## src/rtl/filter_chain_ctrl_if.sv

```systemverilog
// Control bundle between the filter-chain sequencer and the sync/producer/filter side.
// master = sequencer, slave = surrounding pixel pipeline.
interface filter_chain_ctrl_if #(
  parameter int LVL_W = 8
);
  logic             vblank_start;
  logic             visible;
  logic             src_valid;
  logic             thresh_en_req;
  logic             bright_en_req;
  logic             bright_up;
  logic             bright_down;
  logic             thresh_set_valid;
  logic [7:0]       thresh_set_value;
  logic             src_req;
  logic             src_rewind;
  logic             thresh_en;
  logic             bright_en;
  logic [7:0]       thresh_level;
  logic [LVL_W-1:0] bright_level;
  logic             cfg_update;
  logic [18:0]      pix_count;
  logic [15:0]      frame_count;
  logic             frame_err;
  logic             underrun;
  logic [1:0]       state_dbg;

  modport master (
    input  vblank_start, visible, src_valid,
    input  thresh_en_req, bright_en_req,
    input  bright_up, bright_down,
    input  thresh_set_valid, thresh_set_value,
    output src_req, src_rewind,
    output thresh_en, bright_en,
    output thresh_level, bright_level,
    output cfg_update, pix_count, frame_count,
    output frame_err, underrun, state_dbg
  );

  modport slave (
    output vblank_start, visible, src_valid,
    output thresh_en_req, bright_en_req,
    output bright_up, bright_down,
    output thresh_set_valid, thresh_set_value,
    input  src_req, src_rewind,
    input  thresh_en, bright_en,
    input  thresh_level, bright_level,
    input  cfg_update, pix_count, frame_count,
    input  frame_err, underrun, state_dbg
  );
endinterface

```

## src/rtl/filter_chain_ctrl.sv

```systemverilog
// Frame-synchronous sequencer for ROM producer -> threshold -> brightness -> VGA.
// Shadow config is committed to the filter stages only at vertical blank.
module filter_chain_ctrl #(
  parameter int IMG_W          = 640,
  parameter int IMG_H          = 480,
  parameter int LVL_W          = 8,
  parameter int LVL_STEP       = 16,
  parameter int LVL_DEFAULT    = 0,
  parameter int THRESH_DEFAULT = 128,
  parameter int PIPE_LAT       = 2
) (
  input logic                 clk,
  input logic                 reset,
  filter_chain_ctrl_if.master bus
);

  localparam logic [18:0] PIX_FULL = 19'(IMG_W * IMG_H);
  localparam logic [18:0] PIX_LAST = 19'(IMG_W * IMG_H - 1);
  localparam int          DW       = (PIPE_LAT > 1) ? $clog2(PIPE_LAT) : 1;
  localparam logic [DW-1:0] DRAIN_LAST = DW'(PIPE_LAT - 1);
  localparam logic [LVL_W-1:0] LVL_RST = LVL_W'(LVL_DEFAULT);
  localparam logic [LVL_W-1:0] STEP    = LVL_W'(LVL_STEP);
  localparam logic [7:0]       THR_RST = 8'(THRESH_DEFAULT);

  typedef enum logic [1:0] {
    IDLE   = 2'd0,
    ARMED  = 2'd1,
    STREAM = 2'd2,
    DRAIN  = 2'd3
  } state_t;

  state_t           state, state_n;
  logic [18:0]      pix, pix_n;
  logic [DW-1:0]    drain_cnt, drain_n;
  logic             pending, pending_n;
  logic             commit, frame_inc, short_fr;
  logic [15:0]      frame_cnt;
  logic             frame_err, underrun;
  logic             cfg_update, src_rewind;
  logic             src_req;

  logic             sh_ten, sh_ben;
  logic [7:0]       sh_thr;
  logic [LVL_W-1:0] sh_lvl, sh_lvl_n;
  logic [LVL_W:0]   lvl_up;

  logic             c_ten, c_ben;
  logic [7:0]       c_thr;
  logic [LVL_W-1:0] c_lvl;

  assign src_req = bus.visible &
                   ((state == ARMED) | (state == STREAM));

  always_ff @(posedge clk or posedge reset) begin
    if (reset) state <= IDLE;
    else       state <= state_n;
  end

  always_comb begin
    state_n   = state;
    pix_n     = pix;
    drain_n   = drain_cnt;
    pending_n = pending;
    commit    = 1'b0;
    frame_inc = 1'b0;
    short_fr  = 1'b0;
    unique case (state)
      IDLE: begin
        if (bus.vblank_start) begin
          commit  = 1'b1;
          state_n = ARMED;
        end
      end
      ARMED: begin
        if (bus.visible) begin
          pix_n   = 19'd1;
          state_n = STREAM;
        end
      end
      STREAM: begin
        if (bus.vblank_start) begin
          short_fr = 1'b1;
          commit   = 1'b1;
          state_n  = ARMED;
        end else if (bus.visible) begin
          if (pix == PIX_LAST) begin
            pix_n     = PIX_FULL;
            frame_inc = 1'b1;
            drain_n   = '0;
            pending_n = 1'b0;
            state_n   = DRAIN;
          end else begin
            pix_n = pix + 19'd1;
          end
        end
      end
      DRAIN: begin
        if (drain_cnt == DRAIN_LAST) begin
          pending_n = 1'b0;
          if (pending | bus.vblank_start) begin
            commit  = 1'b1;
            state_n = ARMED;
          end else begin
            state_n = IDLE;
          end
        end else begin
          drain_n = drain_cnt + DW'(1);
          if (bus.vblank_start) pending_n = 1'b1;
        end
      end
      default: state_n = IDLE;
    endcase
    if (commit) pix_n = '0;
  end

  // Saturating level step; simultaneous up/down cancels.
  always_comb begin
    lvl_up   = {1'b0, sh_lvl} + {1'b0, STEP};
    sh_lvl_n = sh_lvl;
    if (bus.bright_up & ~bus.bright_down)
      sh_lvl_n = lvl_up[LVL_W] ? '1 : lvl_up[LVL_W-1:0];
    else if (bus.bright_down & ~bus.bright_up)
      sh_lvl_n = (sh_lvl < STEP) ? '0 : sh_lvl - STEP;
  end

  always_ff @(posedge clk or posedge reset) begin
    if (reset) begin
      pix        <= '0;
      drain_cnt  <= '0;
      pending    <= 1'b0;
      frame_cnt  <= '0;
      frame_err  <= 1'b0;
      underrun   <= 1'b0;
      cfg_update <= 1'b0;
      src_rewind <= 1'b0;
    end else begin
      pix        <= pix_n;
      drain_cnt  <= drain_n;
      pending    <= pending_n;
      cfg_update <= commit;
      src_rewind <= commit;
      if (frame_inc) frame_cnt <= frame_cnt + 16'd1;
      if (short_fr) frame_err <= 1'b1;
      if (src_req & ~bus.src_valid) underrun <= 1'b1;
    end
  end

  always_ff @(posedge clk or posedge reset) begin
    if (reset) begin
      sh_ten <= 1'b0;
      sh_ben <= 1'b0;
      sh_thr <= THR_RST;
      sh_lvl <= LVL_RST;
      c_ten  <= 1'b0;
      c_ben  <= 1'b0;
      c_thr  <= THR_RST;
      c_lvl  <= LVL_RST;
    end else begin
      sh_ten <= bus.thresh_en_req;
      sh_ben <= bus.bright_en_req;
      sh_lvl <= sh_lvl_n;
      if (bus.thresh_set_valid) sh_thr <= bus.thresh_set_value;
      // Commit takes the pre-edge shadow, so same-cycle edits land next frame.
      if (commit) begin
        c_ten <= sh_ten;
        c_ben <= sh_ben;
        c_thr <= sh_thr;
        c_lvl <= sh_lvl;
      end
    end
  end

  assign bus.src_req      = src_req;
  assign bus.src_rewind   = src_rewind;
  assign bus.cfg_update   = cfg_update;
  assign bus.thresh_en    = c_ten;
  assign bus.bright_en    = c_ben;
  assign bus.thresh_level = c_thr;
  assign bus.bright_level = c_lvl;
  assign bus.pix_count    = pix;
  assign bus.frame_count  = frame_cnt;
  assign bus.frame_err    = frame_err;
  assign bus.underrun     = underrun;
  assign bus.state_dbg    = state;

endmodule
```

## src/flat_wrapper.sv

```systemverilog
// flat-port wrapper written by rule: the top's interface ports become plain ports
module filter_chain_ctrl_flat 
#(
  parameter int IMG_W          = 640,
  parameter int IMG_H          = 480,
  parameter int LVL_W          = 8,
  parameter int LVL_STEP       = 16,
  parameter int LVL_DEFAULT    = 0,
  parameter int THRESH_DEFAULT = 128,
  parameter int PIPE_LAT       = 2
)
  (clk, reset, bus_vblank_start, bus_visible, bus_src_valid, bus_thresh_en_req, bus_bright_en_req, bus_bright_up, bus_bright_down, bus_thresh_set_valid, bus_thresh_set_value, bus_src_req, bus_src_rewind, bus_thresh_en, bus_bright_en, bus_thresh_level, bus_bright_level, bus_cfg_update, bus_pix_count, bus_frame_count, bus_frame_err, bus_underrun, bus_state_dbg);
  filter_chain_ctrl_if #(.LVL_W(LVL_W)) bus_i ();
  input logic clk;
  input logic reset;
  input wire logic [$bits(bus_i.vblank_start)-1:0] bus_vblank_start;
  input wire logic [$bits(bus_i.visible)-1:0] bus_visible;
  input wire logic [$bits(bus_i.src_valid)-1:0] bus_src_valid;
  input wire logic [$bits(bus_i.thresh_en_req)-1:0] bus_thresh_en_req;
  input wire logic [$bits(bus_i.bright_en_req)-1:0] bus_bright_en_req;
  input wire logic [$bits(bus_i.bright_up)-1:0] bus_bright_up;
  input wire logic [$bits(bus_i.bright_down)-1:0] bus_bright_down;
  input wire logic [$bits(bus_i.thresh_set_valid)-1:0] bus_thresh_set_valid;
  input wire logic [$bits(bus_i.thresh_set_value)-1:0] bus_thresh_set_value;
  output wire logic [$bits(bus_i.src_req)-1:0] bus_src_req;
  output wire logic [$bits(bus_i.src_rewind)-1:0] bus_src_rewind;
  output wire logic [$bits(bus_i.thresh_en)-1:0] bus_thresh_en;
  output wire logic [$bits(bus_i.bright_en)-1:0] bus_bright_en;
  output wire logic [$bits(bus_i.thresh_level)-1:0] bus_thresh_level;
  output wire logic [$bits(bus_i.bright_level)-1:0] bus_bright_level;
  output wire logic [$bits(bus_i.cfg_update)-1:0] bus_cfg_update;
  output wire logic [$bits(bus_i.pix_count)-1:0] bus_pix_count;
  output wire logic [$bits(bus_i.frame_count)-1:0] bus_frame_count;
  output wire logic [$bits(bus_i.frame_err)-1:0] bus_frame_err;
  output wire logic [$bits(bus_i.underrun)-1:0] bus_underrun;
  output wire logic [$bits(bus_i.state_dbg)-1:0] bus_state_dbg;
  assign bus_i.vblank_start = bus_vblank_start;
  assign bus_i.visible = bus_visible;
  assign bus_i.src_valid = bus_src_valid;
  assign bus_i.thresh_en_req = bus_thresh_en_req;
  assign bus_i.bright_en_req = bus_bright_en_req;
  assign bus_i.bright_up = bus_bright_up;
  assign bus_i.bright_down = bus_bright_down;
  assign bus_i.thresh_set_valid = bus_thresh_set_valid;
  assign bus_i.thresh_set_value = bus_thresh_set_value;
  assign bus_src_req = bus_i.src_req;
  assign bus_src_rewind = bus_i.src_rewind;
  assign bus_thresh_en = bus_i.thresh_en;
  assign bus_bright_en = bus_i.bright_en;
  assign bus_thresh_level = bus_i.thresh_level;
  assign bus_bright_level = bus_i.bright_level;
  assign bus_cfg_update = bus_i.cfg_update;
  assign bus_pix_count = bus_i.pix_count;
  assign bus_frame_count = bus_i.frame_count;
  assign bus_frame_err = bus_i.frame_err;
  assign bus_underrun = bus_i.underrun;
  assign bus_state_dbg = bus_i.state_dbg;
  filter_chain_ctrl #(.IMG_W(IMG_W), .IMG_H(IMG_H), .LVL_W(LVL_W), .LVL_STEP(LVL_STEP), .LVL_DEFAULT(LVL_DEFAULT), .THRESH_DEFAULT(THRESH_DEFAULT), .PIPE_LAT(PIPE_LAT)) u_core (.clk(clk), .reset(reset), .bus(bus_i));
endmodule
```

## config.mk

```make
export PLATFORM = sky130hd
export DESIGN_NAME = filter_chain_ctrl_flat
export DESIGN_NICKNAME = d
export VERILOG_FILES = /design/src/rtl/filter_chain_ctrl_if.sv /design/src/rtl/filter_chain_ctrl.sv /design/src/flat_wrapper.sv
export SDC_FILE = /design/constraint.sdc
export NUM_CORES = 1
export LEC_CHECK = 0
export BUFFER_PORTS_ARGS = -buffer_cell sky130_fd_sc_hd__buf_2
export CAP_MARGIN = 0
export CORE_ASPECT_RATIO = 0.6
export CORE_MARGIN = 10
export CORE_UTILIZATION = 49
export DETAILED_ROUTE_END_ITERATION = 8
export MAX_ROUTING_LAYER = met4
export PLACE_DENSITY = 0.76
export SLEW_MARGIN = 20
export SYNTH_ARGS = -nofsm -noshare
export SYNTH_HDL_FRONTEND = slang
export SYNTH_SLANG_ARGS = --single-unit
```

## constraint.sdc

```tcl
create_clock -name clk -period 2.4 [get_ports clk]
set_clock_uncertainty 0.2 [all_clocks]
set_input_delay 0.24 -clock clk [delete_from_list [all_inputs] [get_ports clk]]
set_output_delay 0.24 -clock clk [all_outputs]
set_load 0.03 [all_outputs]
```

==> results by group <==
Die
  – Die ar.: roughly 11000 um2
  – Top-Level Pins: 78
  – Rows: 23
  – Core area: 6880 um2
  – Chip height: 86.1 um
  – Die X: 130 um
  – Starting density of the core: 51.8%

Worst setup path
  – Critical path class: register to register
  – WP buf/inv: 2
  – WP data arrival: 2400 ps
  – Cell family with most CP delay: simple AND/OR/NAND/NOR gates
  – Slowest-stage cell, CP: dfrtp_2
  – Crit-path cells: inv_1 > ha_1 > buf_4 > o22ai_1 > nand2_1 > or3_1 > a21oi_1
  – Crit path required time: 2450 ps
  – Worst setup EP type: register
  – Max stage delay on crit path: 410 ps
  – Critical path launch point type: register
  – Worst-path fanout max: 8

Timing
  – Final hold slack: 59.8 ps
  – RSZ-0062 raised after global routing: true
  – Final Cycle Share: 97.8%
  – Worst-Margin Slew: roughly 490 ps
  – Slew Limit Headroom: approximately two thirds
  – Min Clock Period, post-route: 2350 ps
  – Setup Viol. Count Final: 0
  – Final slew viol count: 0
  – Final worst setup slack: 53.1 ps
  – Final Hold Violating Endpoints: 0
  – FMAX: 426 MHz

Route
  – Routed length per instance: 17.9 um
  – Detailed Route WL: between 9000 and 10000 um
  – Via count: 3130
  – First-pass DRT Iterations: 5
  – DRT iter0 DRCs: 430
  – Residual DRC: 0
  – Routed vias/inst: 5.77
  – Remaining antenna violation count: 0

Yosys
  – Number of synthesized register bits: 72
  – Number of flops mapped to enable cells by yosys: 0
  – Synthesized instance count: 342
  – Most used DFF post-synth: dfrtp_1
  – Syn avg cell area: 10.4 um2
  – Post-synthesis async set-or-reset flop share: 100%
  – Mapped Nets: 370
  – Seq/Total Area, Yosys: just over 50%
  – Netlist Area Pre-Place: 3570 um2
  – Yosys cell types: 49
  – Syn. warnings: 0

Clock network
  – Setup bufs post-CTS: 0
  – CTS buffer count: 9
  – CTS clk-pin slew, worst paths: 60 ps
  – Clock root buffer: clkbuf_16
  – H-tree depth: 3
  – CTS tree: built
  – Clock Sinks: 72
  – CTS Buffer Depth: 2
  – Clk_lat worst skew: 340 ps

Power and ir drop
  – Power share of the sequential group: 34.0%
  – Switching portion of total power: 38.9%
  – Logic pwr share: approximately two fifths
  – P per Cell Area: 1050 nW/um2
  – Clk pwr share: 27.1%
  – NetSw: 1.88 mW
  – Worst VDD drop: 0.000730 V
  – Cell Int Power: 2.95 mW
  – P_leak: between 2 and 2.5 nW

GRT
  – Vias in the first global route: 3087
  – Total Routing Usage GR: 18.3%
  – Remaining Overflow, GRT: 0
  – First-pass GRT wire length: around 16000 um
  – Largest net degree at the start of global routing: 29
  – Initial antenna violation count: 0

Layout
  – Area Overhead vs Synth: 29.3%
  – Final cell count without fillers: 542
  – Layout cells sized above 1: 34.5%
  – Fin area: approximately 4600 um2
  – Number of diodes: 0
  – Final nets: 478

Place
  – Port buffer count: 77
  – Post-DP HPWL: 7090 um
  – Placed standard-cell area: about 4200 um2
  – GP Congestion: 0.951
  – Pre-CTS setup slack: roughly 90 ps
  – Post-Place Cells: 514

Run
  – Max-cap viol count: 0

Hold path
  – Hold WC Path Type: input port to register

Status
  – Outcome: complete, no violations
-- cells in the final DEF, fill, tap and decap left out, types with 3 or more instances in the layout --
| cell | instances |
|---|---|
| nand2_1 | 30 |
| xor2_1 | 4 |
| clkbuf_16 | 9 |
| a21oi_2 | 3 |
| nand3_1 | 13 |
| xnor2_1 | 11 |
| dfrtp_1 | 68 |
| buf_2 | 77 |
| nor2_1 | 17 |
| a211oi_1 | 3 |
| o21ai_0 | 17 |
| dlygate4sd3_1 | 12 |
| clkinv_2 | 5 |
| a41oi_1 | 3 |
| a31oi_1 | 13 |
| nor3_1 | 5 |
| or3_1 | 5 |
| a21oi_1 | 17 |
| a21o_1 | 5 |
| ha_1 | 10 |
| inv_1 | 16 |
| mux2_2 | 24 |
| nand4_1 | 9 |
| buf_4 | 22 |
| o22ai_1 | 4 |
| and3_1 | 7 |
| nand2b_1 | 5 |
-- synthesized netlist by cell type, types with 7 or more instances --
master,n,area [um2]
nand3_1,13,65.1
nor2_1,17,63.8
nand4_1,9,56.3
o21ai_0,17,85.1
ha_1,10,125
clkbuf_1,8,30.0
mux2_2,24,270
inv_1,17,63.8
xnor2_1,11,96.3
nand2_1,30,113
a21oi_1,20,100
a31oi_1,13,81.3
and3_1,7,43.8
dfrtp_1,70,1750
-- worst register-to-register path: stages (launching register included) --
cell,delay [ps]
dfrtp_2,410
inv_1,100
ha_1,260
buf_4,180
o22ai_1,330
nand2_1,190
or3_1,400
a21oi_1,190
-- power groups by stage --
stage	logic (mW)	registers (mW)	clock network, mW
6_report	1.88	1.64	1.31
3_3_place_gp	1.80	1.63	0
3_5_place_dp	1.83	1.66	0
2_1_floorplan	0.911	1.97	0
5_1_grt	2.03	1.67	1.39
4_1_cts	1.86	1.64	1.34
-- state kept, by name, indices dropped and copies added, names as in the netlist, 2 cells and up --
name and cells:
u_core.sh_lvl 5, u_core.bus.bright_level 5, u_core.bus.state_dbg 2, u_core.bus.frame_count 16
u_core.bus.thresh_level 8, u_core.bus.pix_count 19, u_core.sh_thr 8
-- repair_timing --
item                                    4_1_cts  5_1_grt
endpoints found under the setup margin        0       15
resized for setup                             0        4
hold buffers                                 12        0
endpoints found under the hold margin        27        0
-- area by class of cell --
type,count,area (um2)
clock buffers,9,225
clock inverters,7,62.6
fillers,524,2270
inverters,17,63.8
multi-input cells,237,1630
flip-flops and latches,72,1810
well taps,87,109
repair buffers,113,711
-- final timing paths --
kind | cells after the start | start | slack [ps] | to
worst max-delay path | 7 | u_core.bus.state_dbg[0] | 50 | u_core.bus.pix_count[1]
worst min-delay path | 3 | bus_visible | 60 | u_core.bus.frame_count[2]
worst max register to register | 7 | u_core.bus.state_dbg[0] | 50 | u_core.bus.pix_count[1]
worst min register to register | 1 | u_core.bus.underrun | 270 | u_core.bus.underrun
max in group asynchronous | 4 | reset | 1090 | u_core.bus.state_dbg[0]
min in group asynchronous | 3 | reset | 290 | u_core.bus.pix_count[2]
-- kinds of logic after synthesis --
kind of cell             count (synthesis)  share of synthesized area (%)
AO/OA/AOI/OAI                           80                           14.1
XOR/XNOR                                15                           3.68
adder cells (fa/ha/maj)                 10                           3.51
buffers and inverters                   33                           4.18
flip-flops                              72                           50.6
multiplexers                            25                           7.86
AND/OR/NAND/NOR                        107                           16.1
-- per-stage QoR --
step / utilization, % / power [mW] / TNS, ps
after floorplan: - / 2.88 / -44.2
after global placement: 60.9 / 3.43 / 0
after detailed placement: 60.9 / 3.49 / 0
after CTS: 66.9 / 4.83 / 0
after global routing: 67.1 / 5.09 / -53.0
final: 67.1 / 4.83 / 0
-- per-layer routing --
metal | wire length (um) | part of all wire, % | track usage, % | vias to the layer above
li1 | - | - | - | 1450
met1 | 4350 | 45 | 22.7 | 1523
met2 | 4400 | 45 | 26.1 | 139
met3 | 809 | 8.3 | 7.81 | 18
met4 | 131 | 1.4 | 6.20 | 0
met5 | 0 | 0 | - | -
No activity file was read; power rests on OpenSTA's default activity.
